## config.mk

```make
export PLATFORM = sky130hd
export DESIGN_NAME = writeback_trap
export DESIGN_NICKNAME = d
export VERILOG_FILES = /design/src/rtl/writeback_trap.sv
export SDC_FILE = /design/constraint.sdc
export NUM_CORES = 1
export LEC_CHECK = 0
export CAP_MARGIN = 10
export CORE_AREA = 4 4 344 346
export DETAILED_ROUTE_END_ITERATION = 10
export DIE_AREA = 0 0 348 350
export GPL_ROUTABILITY_DRIVEN = 0
export HOLD_SLACK_MARGIN = 0.1
export PLACE_DENSITY_LB_ADDON = 0.05
export SYNTH_ARGS = -nofsm -noshare
export SYNTH_HDL_FRONTEND = slang
export SYNTH_SLANG_ARGS = --single-unit
```

## constraint.sdc

```tcl
create_clock -name CLK -period 6.4 [get_ports CLK]
set_clock_uncertainty 0.1 [all_clocks]
set_input_delay 1.6 -clock CLK [delete_from_list [all_inputs] [get_ports CLK]]
set_output_delay 1.6 -clock CLK [all_outputs]
set_load 0.02 [all_outputs]
```

## src/rtl/writeback_trap.sv

```systemverilog
// writeback_trap: writeback stage with trap prioritisation and trap/flush sequencing.
// It selects and registers the register-file and CSR write data and encodes the
// highest-priority interrupt or exception into an mcause-format value. On a trap it
// pulses WB_CS, latches mcause/mepc/mtval and holds WB_FLUSH high for FLUSH_CYCLES
// cycles.
// Optional feature: define WB_RETIRE_CNT_EN to add the 64-bit WB_INSTRET retire counter.

module writeback_trap #(
  parameter int unsigned XLEN          = 64,
  parameter int unsigned ILEN          = 32,
  parameter int unsigned NUM_LOCAL_IRQ = 4,
  parameter int unsigned FLUSH_CYCLES  = 3
) (
  input  logic                     CLK,
  input  logic                     RESET,
  input  logic                     WB_V,
  input  logic [XLEN-1:0]          WB_PC,
  input  logic [XLEN-1:0]          WB_NPC,
  input  logic [ILEN-1:0]          WB_IR,
  input  logic [XLEN-1:0]          WB_ALU_RESULT,
  input  logic [XLEN-1:0]          WB_MEM_RESULT,
  input  logic [XLEN-1:0]          WB_RFD,
  input  logic [XLEN-1:0]          WB_CSRFD,
  input  logic [4:0]               WB_DRID,
  input  logic                     WB_PC_MUX,
  input  logic                     WB_ECALL,
  input  logic                     FE_IAM,
  input  logic                     FE_IAF,
  input  logic                     FE_II,
  input  logic                     MEM_LAM,
  input  logic                     MEM_LAF,
  input  logic                     MEM_SAM,
  input  logic                     MEM_SAF,
  input  logic [XLEN-1:0]          WB_BADADDR,
  input  logic                     TIMER,
  input  logic                     EXTERNAL,
  input  logic [NUM_LOCAL_IRQ-1:0] LOCAL_IRQ,
  input  logic                     GLOBAL_IE,
  input  logic                     PRIVILEGE,
  output logic [XLEN-1:0]          WB_RF_DATA,
  output logic [4:0]               WB_DRID_OUT,
  output logic                     WB_ST_REG,
  output logic [XLEN-1:0]          WB_CSR_DATA,
  output logic                     WB_ST_CSR,
  output logic [XLEN-1:0]          WB_BR_JMP_TARGET,
  output logic                     WB_PC_MUX_OUT,
  output logic                     WB_CS,
  output logic [XLEN-1:0]          WB_CAUSE,
  output logic [XLEN-1:0]          WB_EPC,
  output logic [XLEN-1:0]          WB_TVAL,
  output logic                     WB_FLUSH
`ifdef WB_RETIRE_CNT_EN
  ,
  output logic [63:0]              WB_INSTRET
`endif
);

  localparam int unsigned OPC_W  = 7;
  localparam int unsigned F3_W   = 3;
  localparam int unsigned CODE_W = XLEN - 1;
  localparam int unsigned CNT_W  = (FLUSH_CYCLES > 1) ? $clog2(FLUSH_CYCLES) : 1;

  localparam logic [OPC_W-1:0] OPC_LOAD   = 7'b0000011;
  localparam logic [OPC_W-1:0] OPC_OPIMM  = 7'b0010011;
  localparam logic [OPC_W-1:0] OPC_OP     = 7'b0110011;
  localparam logic [OPC_W-1:0] OPC_OPIMMW = 7'b0011011;
  localparam logic [OPC_W-1:0] OPC_OPW    = 7'b0111011;
  localparam logic [OPC_W-1:0] OPC_LUI    = 7'b0110111;
  localparam logic [OPC_W-1:0] OPC_AUIPC  = 7'b0010111;
  localparam logic [OPC_W-1:0] OPC_JAL    = 7'b1101111;
  localparam logic [OPC_W-1:0] OPC_JALR   = 7'b1100111;
  localparam logic [OPC_W-1:0] OPC_SYSTEM = 7'b1110011;

  typedef enum logic [0:0] {
    ST_IDLE,
    ST_FLUSH
  } state_t;

  typedef enum logic [2:0] {
    WR_NONE,
    WR_MEM,
    WR_ALU,
    WR_NPC,
    WR_CSR
  } wr_sel_t;

  state_t            state;
  logic [CNT_W-1:0]  flush_cnt;

  logic [OPC_W-1:0]  opcode_c;
  logic [F3_W-1:0]   funct3_c;
  wr_sel_t           wr_sel_c;

  logic              irq_any_c;
  logic [CODE_W-1:0] lirq_code_c;
  logic              trap_c;
  logic [XLEN-1:0]   cause_c;
  logic [XLEN-1:0]   tval_c;
  logic              retire_c;

  // Classify the instruction by which result it writes back.
  always_comb begin
    opcode_c = WB_IR[OPC_W-1:0];
    funct3_c = WB_IR[14:12];
    wr_sel_c = WR_NONE;
    case (opcode_c)
      OPC_LOAD:                     wr_sel_c = WR_MEM;
      OPC_OPIMM, OPC_OP, OPC_OPIMMW,
      OPC_OPW, OPC_LUI, OPC_AUIPC:  wr_sel_c = WR_ALU;
      OPC_JAL, OPC_JALR:            wr_sel_c = WR_NPC;
      OPC_SYSTEM: begin
        if (funct3_c != '0) begin
          wr_sel_c = WR_CSR;
        end
      end
      default:                      wr_sel_c = WR_NONE;
    endcase
  end

  // Encode the highest-priority pending trap into mcause/mtval form.
  always_comb begin
    trap_c      = 1'b0;
    cause_c     = '0;
    tval_c      = '0;
    lirq_code_c = '0;
    irq_any_c   = EXTERNAL | TIMER | (|LOCAL_IRQ);

    // Ascending scan so the highest-index pending line wins.
    for (int i = 0; i < int'(NUM_LOCAL_IRQ); i++) begin
      if (LOCAL_IRQ[i]) begin
        lirq_code_c = CODE_W'(16 + i);
      end
    end

    if (GLOBAL_IE && irq_any_c) begin
      trap_c = 1'b1;
      if (EXTERNAL) begin
        cause_c = {1'b1, CODE_W'(11)};
      end else if (TIMER) begin
        cause_c = {1'b1, CODE_W'(7)};
      end else begin
        cause_c = {1'b1, lirq_code_c};
      end
    end else if (FE_IAF) begin
      trap_c  = 1'b1;
      cause_c = XLEN'(1);
      tval_c  = WB_BADADDR;
    end else if (FE_IAM) begin
      trap_c  = 1'b1;
      cause_c = XLEN'(0);
      tval_c  = WB_BADADDR;
    end else if (FE_II) begin
      trap_c  = 1'b1;
      cause_c = XLEN'(2);
      tval_c  = XLEN'(WB_IR);
    end else if (WB_ECALL) begin
      trap_c  = 1'b1;
      cause_c = PRIVILEGE ? XLEN'(11) : XLEN'(8);
    end else if (MEM_SAF) begin
      trap_c  = 1'b1;
      cause_c = XLEN'(7);
      tval_c  = WB_BADADDR;
    end else if (MEM_SAM) begin
      trap_c  = 1'b1;
      cause_c = XLEN'(6);
      tval_c  = WB_BADADDR;
    end else if (MEM_LAF) begin
      trap_c  = 1'b1;
      cause_c = XLEN'(5);
      tval_c  = WB_BADADDR;
    end else if (MEM_LAM) begin
      trap_c  = 1'b1;
      cause_c = XLEN'(4);
      tval_c  = WB_BADADDR;
    end
  end

  // An instruction retires when it is valid, not trapping and not being flushed.
  assign retire_c = WB_V && (state == ST_IDLE) && !trap_c;

  // Trap-sequencing FSM together with the registered writeback outputs.
  always_ff @(posedge CLK) begin
    if (RESET) begin
      state            <= ST_IDLE;
      flush_cnt        <= '0;
      WB_RF_DATA       <= '0;
      WB_DRID_OUT      <= '0;
      WB_ST_REG        <= 1'b0;
      WB_CSR_DATA      <= '0;
      WB_ST_CSR        <= 1'b0;
      WB_BR_JMP_TARGET <= '0;
      WB_PC_MUX_OUT    <= 1'b0;
      WB_CS            <= 1'b0;
      WB_CAUSE         <= '0;
      WB_EPC           <= '0;
      WB_TVAL          <= '0;
      WB_FLUSH         <= 1'b0;
    end else begin
      // Enables and pulses last exactly one cycle unless re-asserted below.
      WB_CS         <= 1'b0;
      WB_ST_REG     <= 1'b0;
      WB_ST_CSR     <= 1'b0;
      WB_PC_MUX_OUT <= 1'b0;

      case (state)
        ST_IDLE: begin
          WB_FLUSH <= 1'b0;
          if (WB_V) begin
            if (trap_c) begin
              // Trapping instruction is not retired; only the trap state updates.
              WB_CS     <= 1'b1;
              WB_FLUSH  <= 1'b1;
              WB_CAUSE  <= cause_c;
              WB_EPC    <= WB_PC;
              WB_TVAL   <= tval_c;
              flush_cnt <= CNT_W'(FLUSH_CYCLES - 1);
              state     <= ST_FLUSH;
            end else begin
              WB_DRID_OUT      <= WB_DRID;
              WB_BR_JMP_TARGET <= WB_ALU_RESULT;
              WB_PC_MUX_OUT    <= WB_PC_MUX;
              case (wr_sel_c)
                WR_MEM: begin
                  WB_RF_DATA <= WB_MEM_RESULT;
                  WB_ST_REG  <= (WB_DRID != '0);
                end
                WR_ALU: begin
                  WB_RF_DATA <= WB_ALU_RESULT;
                  WB_ST_REG  <= (WB_DRID != '0);
                end
                WR_NPC: begin
                  WB_RF_DATA <= WB_NPC;
                  WB_ST_REG  <= (WB_DRID != '0);
                end
                WR_CSR: begin
                  WB_RF_DATA  <= WB_RFD;
                  WB_ST_REG   <= (WB_DRID != '0);
                  WB_CSR_DATA <= WB_CSRFD;
                  WB_ST_CSR   <= 1'b1;
                end
                default: begin
                  WB_ST_REG <= 1'b0;
                  WB_ST_CSR <= 1'b0;
                end
              endcase
            end
          end
        end

        ST_FLUSH: begin
          // Inputs are masked; count down the remaining flush cycles.
          if (flush_cnt == '0) begin
            WB_FLUSH <= 1'b0;
            state    <= ST_IDLE;
          end else begin
            WB_FLUSH  <= 1'b1;
            flush_cnt <= flush_cnt - CNT_W'(1);
          end
        end
      endcase
    end
  end

`ifdef WB_RETIRE_CNT_EN
  // Retired-instruction counter, wraps naturally at 2^64.
  always_ff @(posedge CLK) begin
    if (RESET) begin
      WB_INSTRET <= '0;
    end else if (retire_c) begin
      WB_INSTRET <= WB_INSTRET + 64'd1;
    end
  end
`else
  // Retire qualifier only feeds the optional counter.
  logic unused_retire;
  assign unused_retire = retire_c;
`endif

endmodule

```

### Word level (Yosys, flattened, before mapping)

Cells that the tools add are included.

| storage, ports and cells | value |
|---|---|
| memories kept | 0 |
| bits in read-only memories | 0 |
| logic and storage cells | 100 |
| latch bits | 0 |
| register bits | 396 |
| bits in writable memories | 0 |
| output and inout bits | 394 |

| cells by class | value |
|---|---|
| multiply operators | 0 |
| bitwise operators | 6 |
| add/subtract/negate cells | 1 |
| equal/unequal tests | 17 |
| reductions and logical operators | 17 |
| multiplexer cells | 46 |
| shift-type cells | 0 |
| $lt $le $gt $ge | 0 |
| divide/modulo/power cells | 0 |

Operator list:

| operator | number |
|---|---|
| $mux 64 | 10 |
| $mux 63 | 5 |
| $pmux 64 s4 | 1 |
| $eq 7x5->1 const B | 3 |
| $eq 7x6->1 const B | 3 |
| $eq 7x7->1 const B | 3 |
| $mux 4 | 4 |
| $mux 3 | 5 |
| $mux 1 | 13 |
| $pmux 3 s4 | 1 |
| $reduce_or 4->1 | 3 |
| $reduce_and 3->1 | 3 |
| $mux 2 | 4 |
| $reduce_and 4->1 | 2 |
| $eq 7x2->1 const B | 1 |
| $eq 3x2->1 const B | 2 |
| $ne 2x2->1 const B | 3 |
| $reduce_or 6->1 | 1 |
| $mux 5 | 1 |
| $reduce_bool 5->1 | 1 |
| $reduce_or 5->1 | 1 |
| $not 1->1 | 4 |
| $pmux 2 s2 | 1 |
| $reduce_bool 4->1 | 1 |
| 9 further kinds | 11 |

### Longest topological paths before layout

Gate-level depths: netlist of the first run.

| logic depth | value |
|---|---|
| depth after elaboration | 12 |
| mapped depth | 9 |
| mapped depth without buffers | 5 |

### Least setup slack after synthesis of the first run

OpenSTA, ideal clock, no wires.

| path | value |
|---|---|
| path kind | in2reg |
| start | input LOCAL_IRQ[0] |
| end | register WB_BR_JMP_TARGET[53] |
| required time | 6.168 ns |
| stages on the path | 7 |
| arrival time | 3.219 ns |
| slack | 2.949 ns |
| buffers on the path | 2 |
| cell sequence | or4_1 -> o31ai_4 -> nand3_1 -> clkbuf_1 -> clkbuf_1 -> nand2_1 -> a21oi_1 |

| between the ends | value |
|---|---|
| word-level cells in the longest chain between the ends | 6 |

Ends and longest elaborated chain:

| what | RTL line | text |
|---|---|---|
| start, declared | 37 | `input logic [NUM_LOCAL_IRQ-1:0] LOCAL_IRQ,` |
| $reduce_or 4->1 | 126 | `irq_any_c = EXTERNAL \| TIMER \| (\|LOCAL_IRQ);` |
| $or 1x1->1 | 126 |  |
| $logic_and 1x1->1 | 135 | `if (GLOBAL_IE && irq_any_c) begin` |
| $mux 1 | 135 |  |
| $not 1->1 (no line) | n/a |  |
| $reduce_and 3->1 (no line) | n/a |  |
| end signal, assigned | 191 | `WB_BR_JMP_TARGET <= '0;` |
| end signal, assigned | 220 | `WB_BR_JMP_TARGET <= WB_ALU_RESULT;` |
| end, declared | 45 | `output logic [XLEN-1:0] WB_BR_JMP_TARGET,` |

No other way between the ends.
A chain may end at the register's enable or synchronous reset.

### Final worst setup path of the first run

| path | value |
|---|---|
| start | input LOCAL_IRQ[3] |
| end | register WB_CSR_DATA[53] |

| between the ends | value |
|---|---|
| word-level cells in the longest chain between the ends | 6 |

Ends and longest elaborated chain:

| what | RTL line | text |
|---|---|---|
| $reduce_or 4->1 | 126 |  |
| $or 1x1->1 | 126 |  |
| $logic_and 1x1->1 | 135 |  |
| $mux 1 | 135 |  |
| $not 1->1 (no line) | n/a |  |
| $reduce_and 4->1 (no line) | n/a |  |
| end signal, assigned | 189 | `WB_CSR_DATA <= '0;` |
| end signal, assigned | 238 | `WB_CSR_DATA <= WB_CSRFD;` |
| end, declared | 43 | `output logic [XLEN-1:0] WB_CSR_DATA,` |

No other way between the ends.

==> flow_summary_export.csv, run 1 <==
group,metric,value,unit
die,die-width,348,um
route,wl,91800,um
sta,slew_headroom,19.3,%
critical_path,cp-start-kind,"input port",
die,dieArea,122000,um^2
sta,period_needed,4.34,ns
clock_tree,post-cts-setup-buffer-count,0,
clock_tree,cts_buffers,48,
critical_path,cp-startpoint,"LOCAL_IRQ[3]",
clock_tree,cts_tree,"done",
layout,nFillCells,12760,
clock_tree,clkSlewWorstSetupHoldPaths,0.06,ns
global_route,grt_pass1_vias,15909,
global_route,grt_max_degree,163,
layout,multi_input_area,6180,um^2
yosys,syn_inst,1643,
placement,io_buffer_count,840,
sta,fmax,231,MHz
sta,worstMarginPinSlew,1.21,ns
pwr,powerDensity,227,nW/um^2
route,drt_pass1_iterations,7,
die,start_util,11.9,%
sta,drv_slew,0,
yosys,synth_warnings,0,
yosys,synth_cell_types,47,
layout,drive_gt1_share,4.73,%
route,drt_iter0_markers,860,
flow_run,drv_cap,0,
hold_path,hold_path.class,"reg2reg",
route,detail_route.vias_per_cell,3.87,
clock_tree,cts_resized,0,
status,outcome,"complete, no violations",
layout,seq_area,6770,um^2
placement,postPlaceCellArea,23600,um^2
sta,tns,0,ns
critical_path,worst_ep_arrival_time,4.76,ns
layout,final_nets,2917,
die,ios,899,
layout,area_growth_syn_to_layout,83.6,%
sta,holdWs,0.345,ns
pwr,peakVddDrop,0.201,mV
hold_path,min_from,"WB_BR_JMP_TARGET[27]$_SDFFE_PP0P_",
die,row_count,125,
sta,rsz0062_at_grt,"false",
critical_path,worstReg2RegStart,"state$_SDFF_PP0_",
yosys,netlist_area,13700,um^2
critical_path,critical_path_required,6.82,ns
pwr,p_leak,0.00886,uW
route,post_drt_wl_per_cell,23.0,um
yosys,synth.avg_cell_area,8.36,um^2
hold_path,holdPathEnd,"WB_BR_JMP_TARGET[27]$_SDFFE_PP0P_",
placement,dp_hpwl,69500,um
clock_tree,clock_latency,0.61,ns
hold_path,whs_path_depth,2,
sta,period_share,67.7,%
layout,post-route-util,21.8,%
route,vias,15443,
route,drtAntennaViolNets,0,
clock_tree,h-tree-depth,2,
global_route,grt_pass1_wl,125000,um
global_route,gr-total-overflow,0,
critical_path,rrSetupSlack,3.49,ns
yosys,synth_seq_area_share,49.3,%
critical_path,cp-end-kind,"flop",
sta,finalSetupViolCount,0,
global_route,antenna_found_initial,23,
clock_tree,clock_sinks,338,
clock_tree,cts_root_buffer,"clkbuf_16",
global_route,grtUsageTotal,14.2,%
route,drc,0,
sta,hold_viol,0,
clock_tree,cts_hold_buf,0,
critical_path,r2r-end,"WB_RF_DATA[62]$_SDFFE_PP0P_",
yosys,synth-seq-cells,338,
critical_path,rr_worst_depth,6,
layout,final_area,25200,um^2
die,core_area,115000,um^2
critical_path,cp_max_fo,33,
die,die_h,350,um
critical_path,critPathKind,"in2reg",
pwr,total_power,5720,uW
clock_tree,clk_path_buf_depth,3,
[cell type report]
cell class	instances	area share, %
Timing Repair Buffer	869	34.5
Clock inverter	6	0.278
Multi-Input combinational cell	1149	24.5
Clock buffer	83	6.09
Inverter	5	0.0744
Tap cell	1524	7.56
Sequential cell	338	26.8
Antenna cell	13	0.129
[metal layers]
layer	up-vias	part of all wire (%)	track usage [%]
met5	-	0.13	0
met3	140	8.8	5.52
met2	603	52	26.5
met4	18	3.1	5.13
met1	7378	36	14.4
li1	7304	-	-
[cells in the mapped netlist, drive strengths merged]
library cell	instances	area share (%)
nand2	400	11
dfxtp	338	49
a21oi	203	7.4
clkbuf	105	2.9
buf	103	5.0
nor2	78	2.1
nand3	67	2.4
a22oi	65	3.6
a222oi	64	4.7
a31oi	64	2.9
o21bai	63	3.4
a22o	32	2.0
nor3	8	0.36
inv	5	0.14
nand4b	4	0.25
nor3b	4	0.22
nor4	4	0.18
a21boi	3	0.16
a311oi	3	0.24
nand4	3	0.14
o31ai	3	0.36
or4	3	0.16
a2111oi	2	0.13
a211oi	2	0.11
nand2b	2	0.091
nor2b	2	0.091
a221oi	1	0.064
a32oi	1	0.064
and2	1	0.046
and3	1	0.046
conb	1	0.027
ha	1	0.091
nor4bb	1	0.073
o211ai	1	0.055
o21ai	1	0.036
o311ai	1	0.064
o41ai	1	0.064
or3	1	0.046
or3b	1	0.064
[through the flow]
stage	worst slack, ns	instances
after floorplan	2.95	1700
after global placement	1.41	3885
after detailed placement	1.41	3885
after CTS	2.08	3974
after global routing	1.93	3981
final	2.06	3987
[worst max-delay path: stages]
cell	delay [ns]
clkdlybuf4s50_1	0.56
or4_1	0.71
o31ai_4	0.48
and3_4	0.58
buf_4	0.46
nand3_1	0.13
a21oi_1	0.18
[layout by cell type (no fill, tap or decap), types with 4 or more instances in the layout]
| cell type | n |
|---|---|
| a222oi_1 | 64 |
| a22o_1 | 32 |
| nor3_1 | 6 |
| dfxtp_1 | 338 |
| a22oi_1 | 65 |
| nor2_1 | 76 |
| diode_2 | 13 |
| conb_1 | 58 |
| buf_4 | 23 |
| clkbuf_16 | 50 |
| clkbuf_8 | 16 |
| nand4b_1 | 4 |
| nor4_1 | 4 |
| buf_12 | 6 |
| clkdlybuf4s50_1 | 839 |
| clkbuf_1 | 17 |
| nand3_1 | 66 |
| o21bai_1 | 63 |
| a31oi_1 | 64 |
| inv_1 | 5 |
| a21oi_1 | 203 |
| nand2_1 | 400 |
[power by group]
part	switching (uW)	internal (uW)
clock network	1100	1660
logic	369	421
registers	24.6	2150
[state kept, by name, indices dropped and copies added, names as in the netlist]
| register | cells |
|---|---|
| WB_BR_JMP_TARGET | 64 |
| WB_CAUSE | 6 |
| WB_CS | 1 |
| WB_CSR_DATA | 64 |
| WB_DRID_OUT | 5 |
| WB_EPC | 64 |
| WB_PC_MUX_OUT | 1 |
| WB_RF_DATA | 64 |
| WB_ST_CSR | 1 |
| WB_ST_REG | 1 |
| WB_TVAL | 64 |
| flush_cnt | 2 |
| state | 1 |
[kinds of logic after synthesis]
group | share of synthesized area [%]
adder cells (fa/ha/maj) | 0.0911
buffers and inverters | 7.98
AO/OA/AOI/OAI | 25.4
AND/OR/NAND/NOR | 17.3
other | 0.0273
flip-flops | 49.3
[how the worst max path moves through the flow]
stage | slack (ns) | end
floorplan | 2.95 | WB_BR_JMP_TARGET[53]$_SDFFE_PP0P_
global placement | 1.41 | WB_CSR_DATA[44]$_SDFFE_PP0P_
global route | 1.93 | WB_BR_JMP_TARGET[47]$_SDFFE_PP0P_
detailed placement | 1.41 | WB_CSR_DATA[53]$_SDFFE_PP0P_
finish | 2.06 | WB_CSR_DATA[53]$_SDFFE_PP0P_
CTS | 2.08 | WB_CSR_DATA[47]$_SDFFE_PP0P_
No activity file was read; power rests on OpenSTA's default activity.
==> inputs of run 2 (changes only) <==
- CORE_AREA: 4 4 344 346 -> 4 4 343 345
- DIE_AREA: 0 0 348 350 -> 0 0 347 349
- clock period: 6.4 -> 4.2 ns (I/O delays scaled with it)
==> run 2 against run 1 <==
Net effect:
- power increased by 51%
- register-to-register slack lost 1.5 ns
- design area is 0.90% higher
- wire length rose by 1.4%
- combinational power is 57% higher
- setup slack worse by 1.3 ns
- clock power up 48%
- final cell count fell by 0.10%
- largest power group unchanged
==> flow_summary_export.csv, run 2 (synthesis results as in run 1) <==
group,metric,value,unit
sta,tns,0,ns
placement,post-place-ws,0.0885,ns
critical_path,critPathKind,"in2reg",
die,core_area,114000,um^2
sta,worstMarginPinSlew,0.810,ns
route,drtAntennaViolNets,0,
die,die_h,349,um
route,drt_pass1_iterations,10,
global_route,grt_pass1_wl,127000,um
critical_path,worstReg2RegStart,"state$_SDFF_PP0_",
critical_path,cp-start-kind,"input port",
clock_tree,cts_buffers,48,
sta,holdWs,0.348,ns
global_route,grtUsageTotal,14.5,%
global_route,grt_pass1_vias,15943,
critical_path,path_cells,"clkdlybuf4s50_1, nor4_1, buf_4, a21boi_1, o31ai_4, buf_12, a22oi_1, nor2_1",
critical_path,crit_family,"buffers and inverters",
sta,finalSetupViolCount,0,
clock_tree,post-cts-setup-buffer-count,0,
clock_tree,clock_sinks,338,
route,post_drt_wl_per_cell,23.4,um
global_route,gr-total-overflow,0,
pwr,peakVddDrop,0.243,mV
critical_path,cp-startpoint,"LOCAL_IRQ[3]",
die,start_util,12.0,%
layout,area_growth_syn_to_layout,85.2,%
sta,fmax,295,MHz
pwr,switching_share,26.0,%
layout,final_common_cell,"clkdlybuf4s50_1",
critical_path,cp-endpoint,"WB_TVAL[33]$_SDFFE_PP0P_",
route,detail_route.vias_per_cell,3.89,
die,dieArea,121000,um^2
sta,slew_headroom,45.9,%
route,drt_iter0_markers,962,
pwr,powerDensity,339,nW/um^2
layout,finalNonFillerCells,3983,
critical_path,rrSetupSlack,2.01,ns
layout,final_nets,2937,
clock_tree,clk_path_buf_depth,3,
critical_path,slowest_delay,0.63,ns
critical_path,r2r-end,"WB_EPC[18]$_SDFFE_PP0P_",
placement,postPlaceCellArea,23900,um^2
pwr,p_leak,0.00898,uW
layout,layout.cells.most_common_list,"839 x clkdlybuf4s50_1, 400 x nand2_1, 338 x dfxtp_1, 203 x a21oi_1, 76 x nor2_1",
sta,worst_slack,0.811,ns
clock_tree,clock_latency,0.59,ns
sta,period_share,80.7,%
status,outcome,"complete, no violations",
hold_path,hold_path.class,"reg2reg",
route,vias,15484,
global_route,grt_max_degree,97,
pwr,clkPwrFrac,47.3,%
critical_path,worstSetupPathDepth,8,
clock_tree,cts_resized,0,
critical_path,cp_max_fo,72,
critical_path,rr_worst_depth,6,
pwr,combPwrFrac,14.3,%
sta,period_needed,3.39,ns
die,ios,899,
clock_tree,clkSlewWorstSetupHoldPaths,0.05,ns
pwr,p_sw,2250,uW
layout,final_area,25400,um^2
sta,drv_slew,0,
route,wl,93100,um
clock_tree,cts_tree,"done",
die,die-width,347,um
placement,dp_hpwl,71100,um
critical_path,cp.buffers_inverters,3,
critical_path,critical_path_required,4.62,ns
die,row_count,124,
clock_tree,h-tree-depth,2,
route,drc,0,
clock_tree,cts_hold_buf,0,
critical_path,cp_slowest_cell,"nor4_1",
critical_path,cp-end-kind,"flop",
global_route,antenna_found_initial,14,
placement,place_inst,3893,
pwr,p_seq_share,38.4,%
sta,rsz0062_at_grt,"false",
flow_run,drv_cap,0,
placement,io_buffer_count,840,
critical_path,worst_ep_arrival_time,3.81,ns
pwr,p_int,6380,uW
clock_tree,cts_root_buffer,"clkbuf_16",
layout,drive_gt1_share,5.36,%
sta,hold_viol,0,
==> run 2: worst min-delay path by stage <==
stage,depth (start not counted),from,end
after floorplan,2,flush_cnt[0]$_SDFFE_PP0P_,flush_cnt[0]$_SDFFE_PP0P_
final,2,WB_CSR_DATA[11]$_SDFFE_PP0P_,WB_CSR_DATA[11]$_SDFFE_PP0P_
after CTS,2,WB_CSR_DATA[41]$_SDFFE_PP0P_,WB_CSR_DATA[41]$_SDFFE_PP0P_
after global placement,2,WB_BR_JMP_TARGET[5]$_SDFFE_PP0P_,WB_BR_JMP_TARGET[5]$_SDFFE_PP0P_
after detailed placement,2,WB_CSR_DATA[37]$_SDFFE_PP0P_,WB_CSR_DATA[37]$_SDFFE_PP0P_
after global routing,2,WB_BR_JMP_TARGET[25]$_SDFFE_PP0P_,WB_BR_JMP_TARGET[25]$_SDFFE_PP0P_
==> run 2: through the flow <==
step	utilization, %	power, uW
floorplan	-	3820
global placement	20.9	4640
detailed placement	20.9	4640
CTS	22.3	8890
global route	22.3	9040
finish	22.3	8630
==> run 2: worst min-delay path, cell delays in order, from the launching register on <==
cell and delay (ns):
dfxtp_1 0.30, nand2_1 0.05, a21oi_1 0.05
==> run 2: cell type report <==
| cell class | instances | area [um^2] |
|---|---|---|
| Clock inverter | 4 | 47.5 |
| Fill cell | 12567 | 88700 |
| Inverter | 5 | 18.8 |
| Sequential cell | 338 | 6770 |
| Timing Repair Buffer | 889 | 9030 |
| Tap cell | 1512 | 1890 |
| Multi-Input combinational cell | 1149 | 6180 |
| Clock buffer | 79 | 1490 |
| Antenna cell | 7 | 17.5 |
==> run 2: power by group through the flow <==
| stage | registers, uW | clock network, uW | logic, uW |
|---|---|---|---|
| 4_1_cts | 3320 | 4310 | 1260 |
| 3_5_place_dp | 3380 | 0 | 1260 |
| 5_1_grt | 3320 | 4400 | 1320 |
| 2_1_floorplan | 3460 | 0 | 361 |
| 6_report | 3320 | 4080 | 1240 |
| 3_3_place_gp | 3380 | 0 | 1260 |
==> run 2: layer usage <==
metal  GRT usage, %  wire [um]  vias to the layer above
met5              0        112                        -
met4           3.37       1730                       16
met3           5.05       7520                       99
met2           27.8      49500                      583
met1           15.1      34200                     7463
li1               -          -                     7323
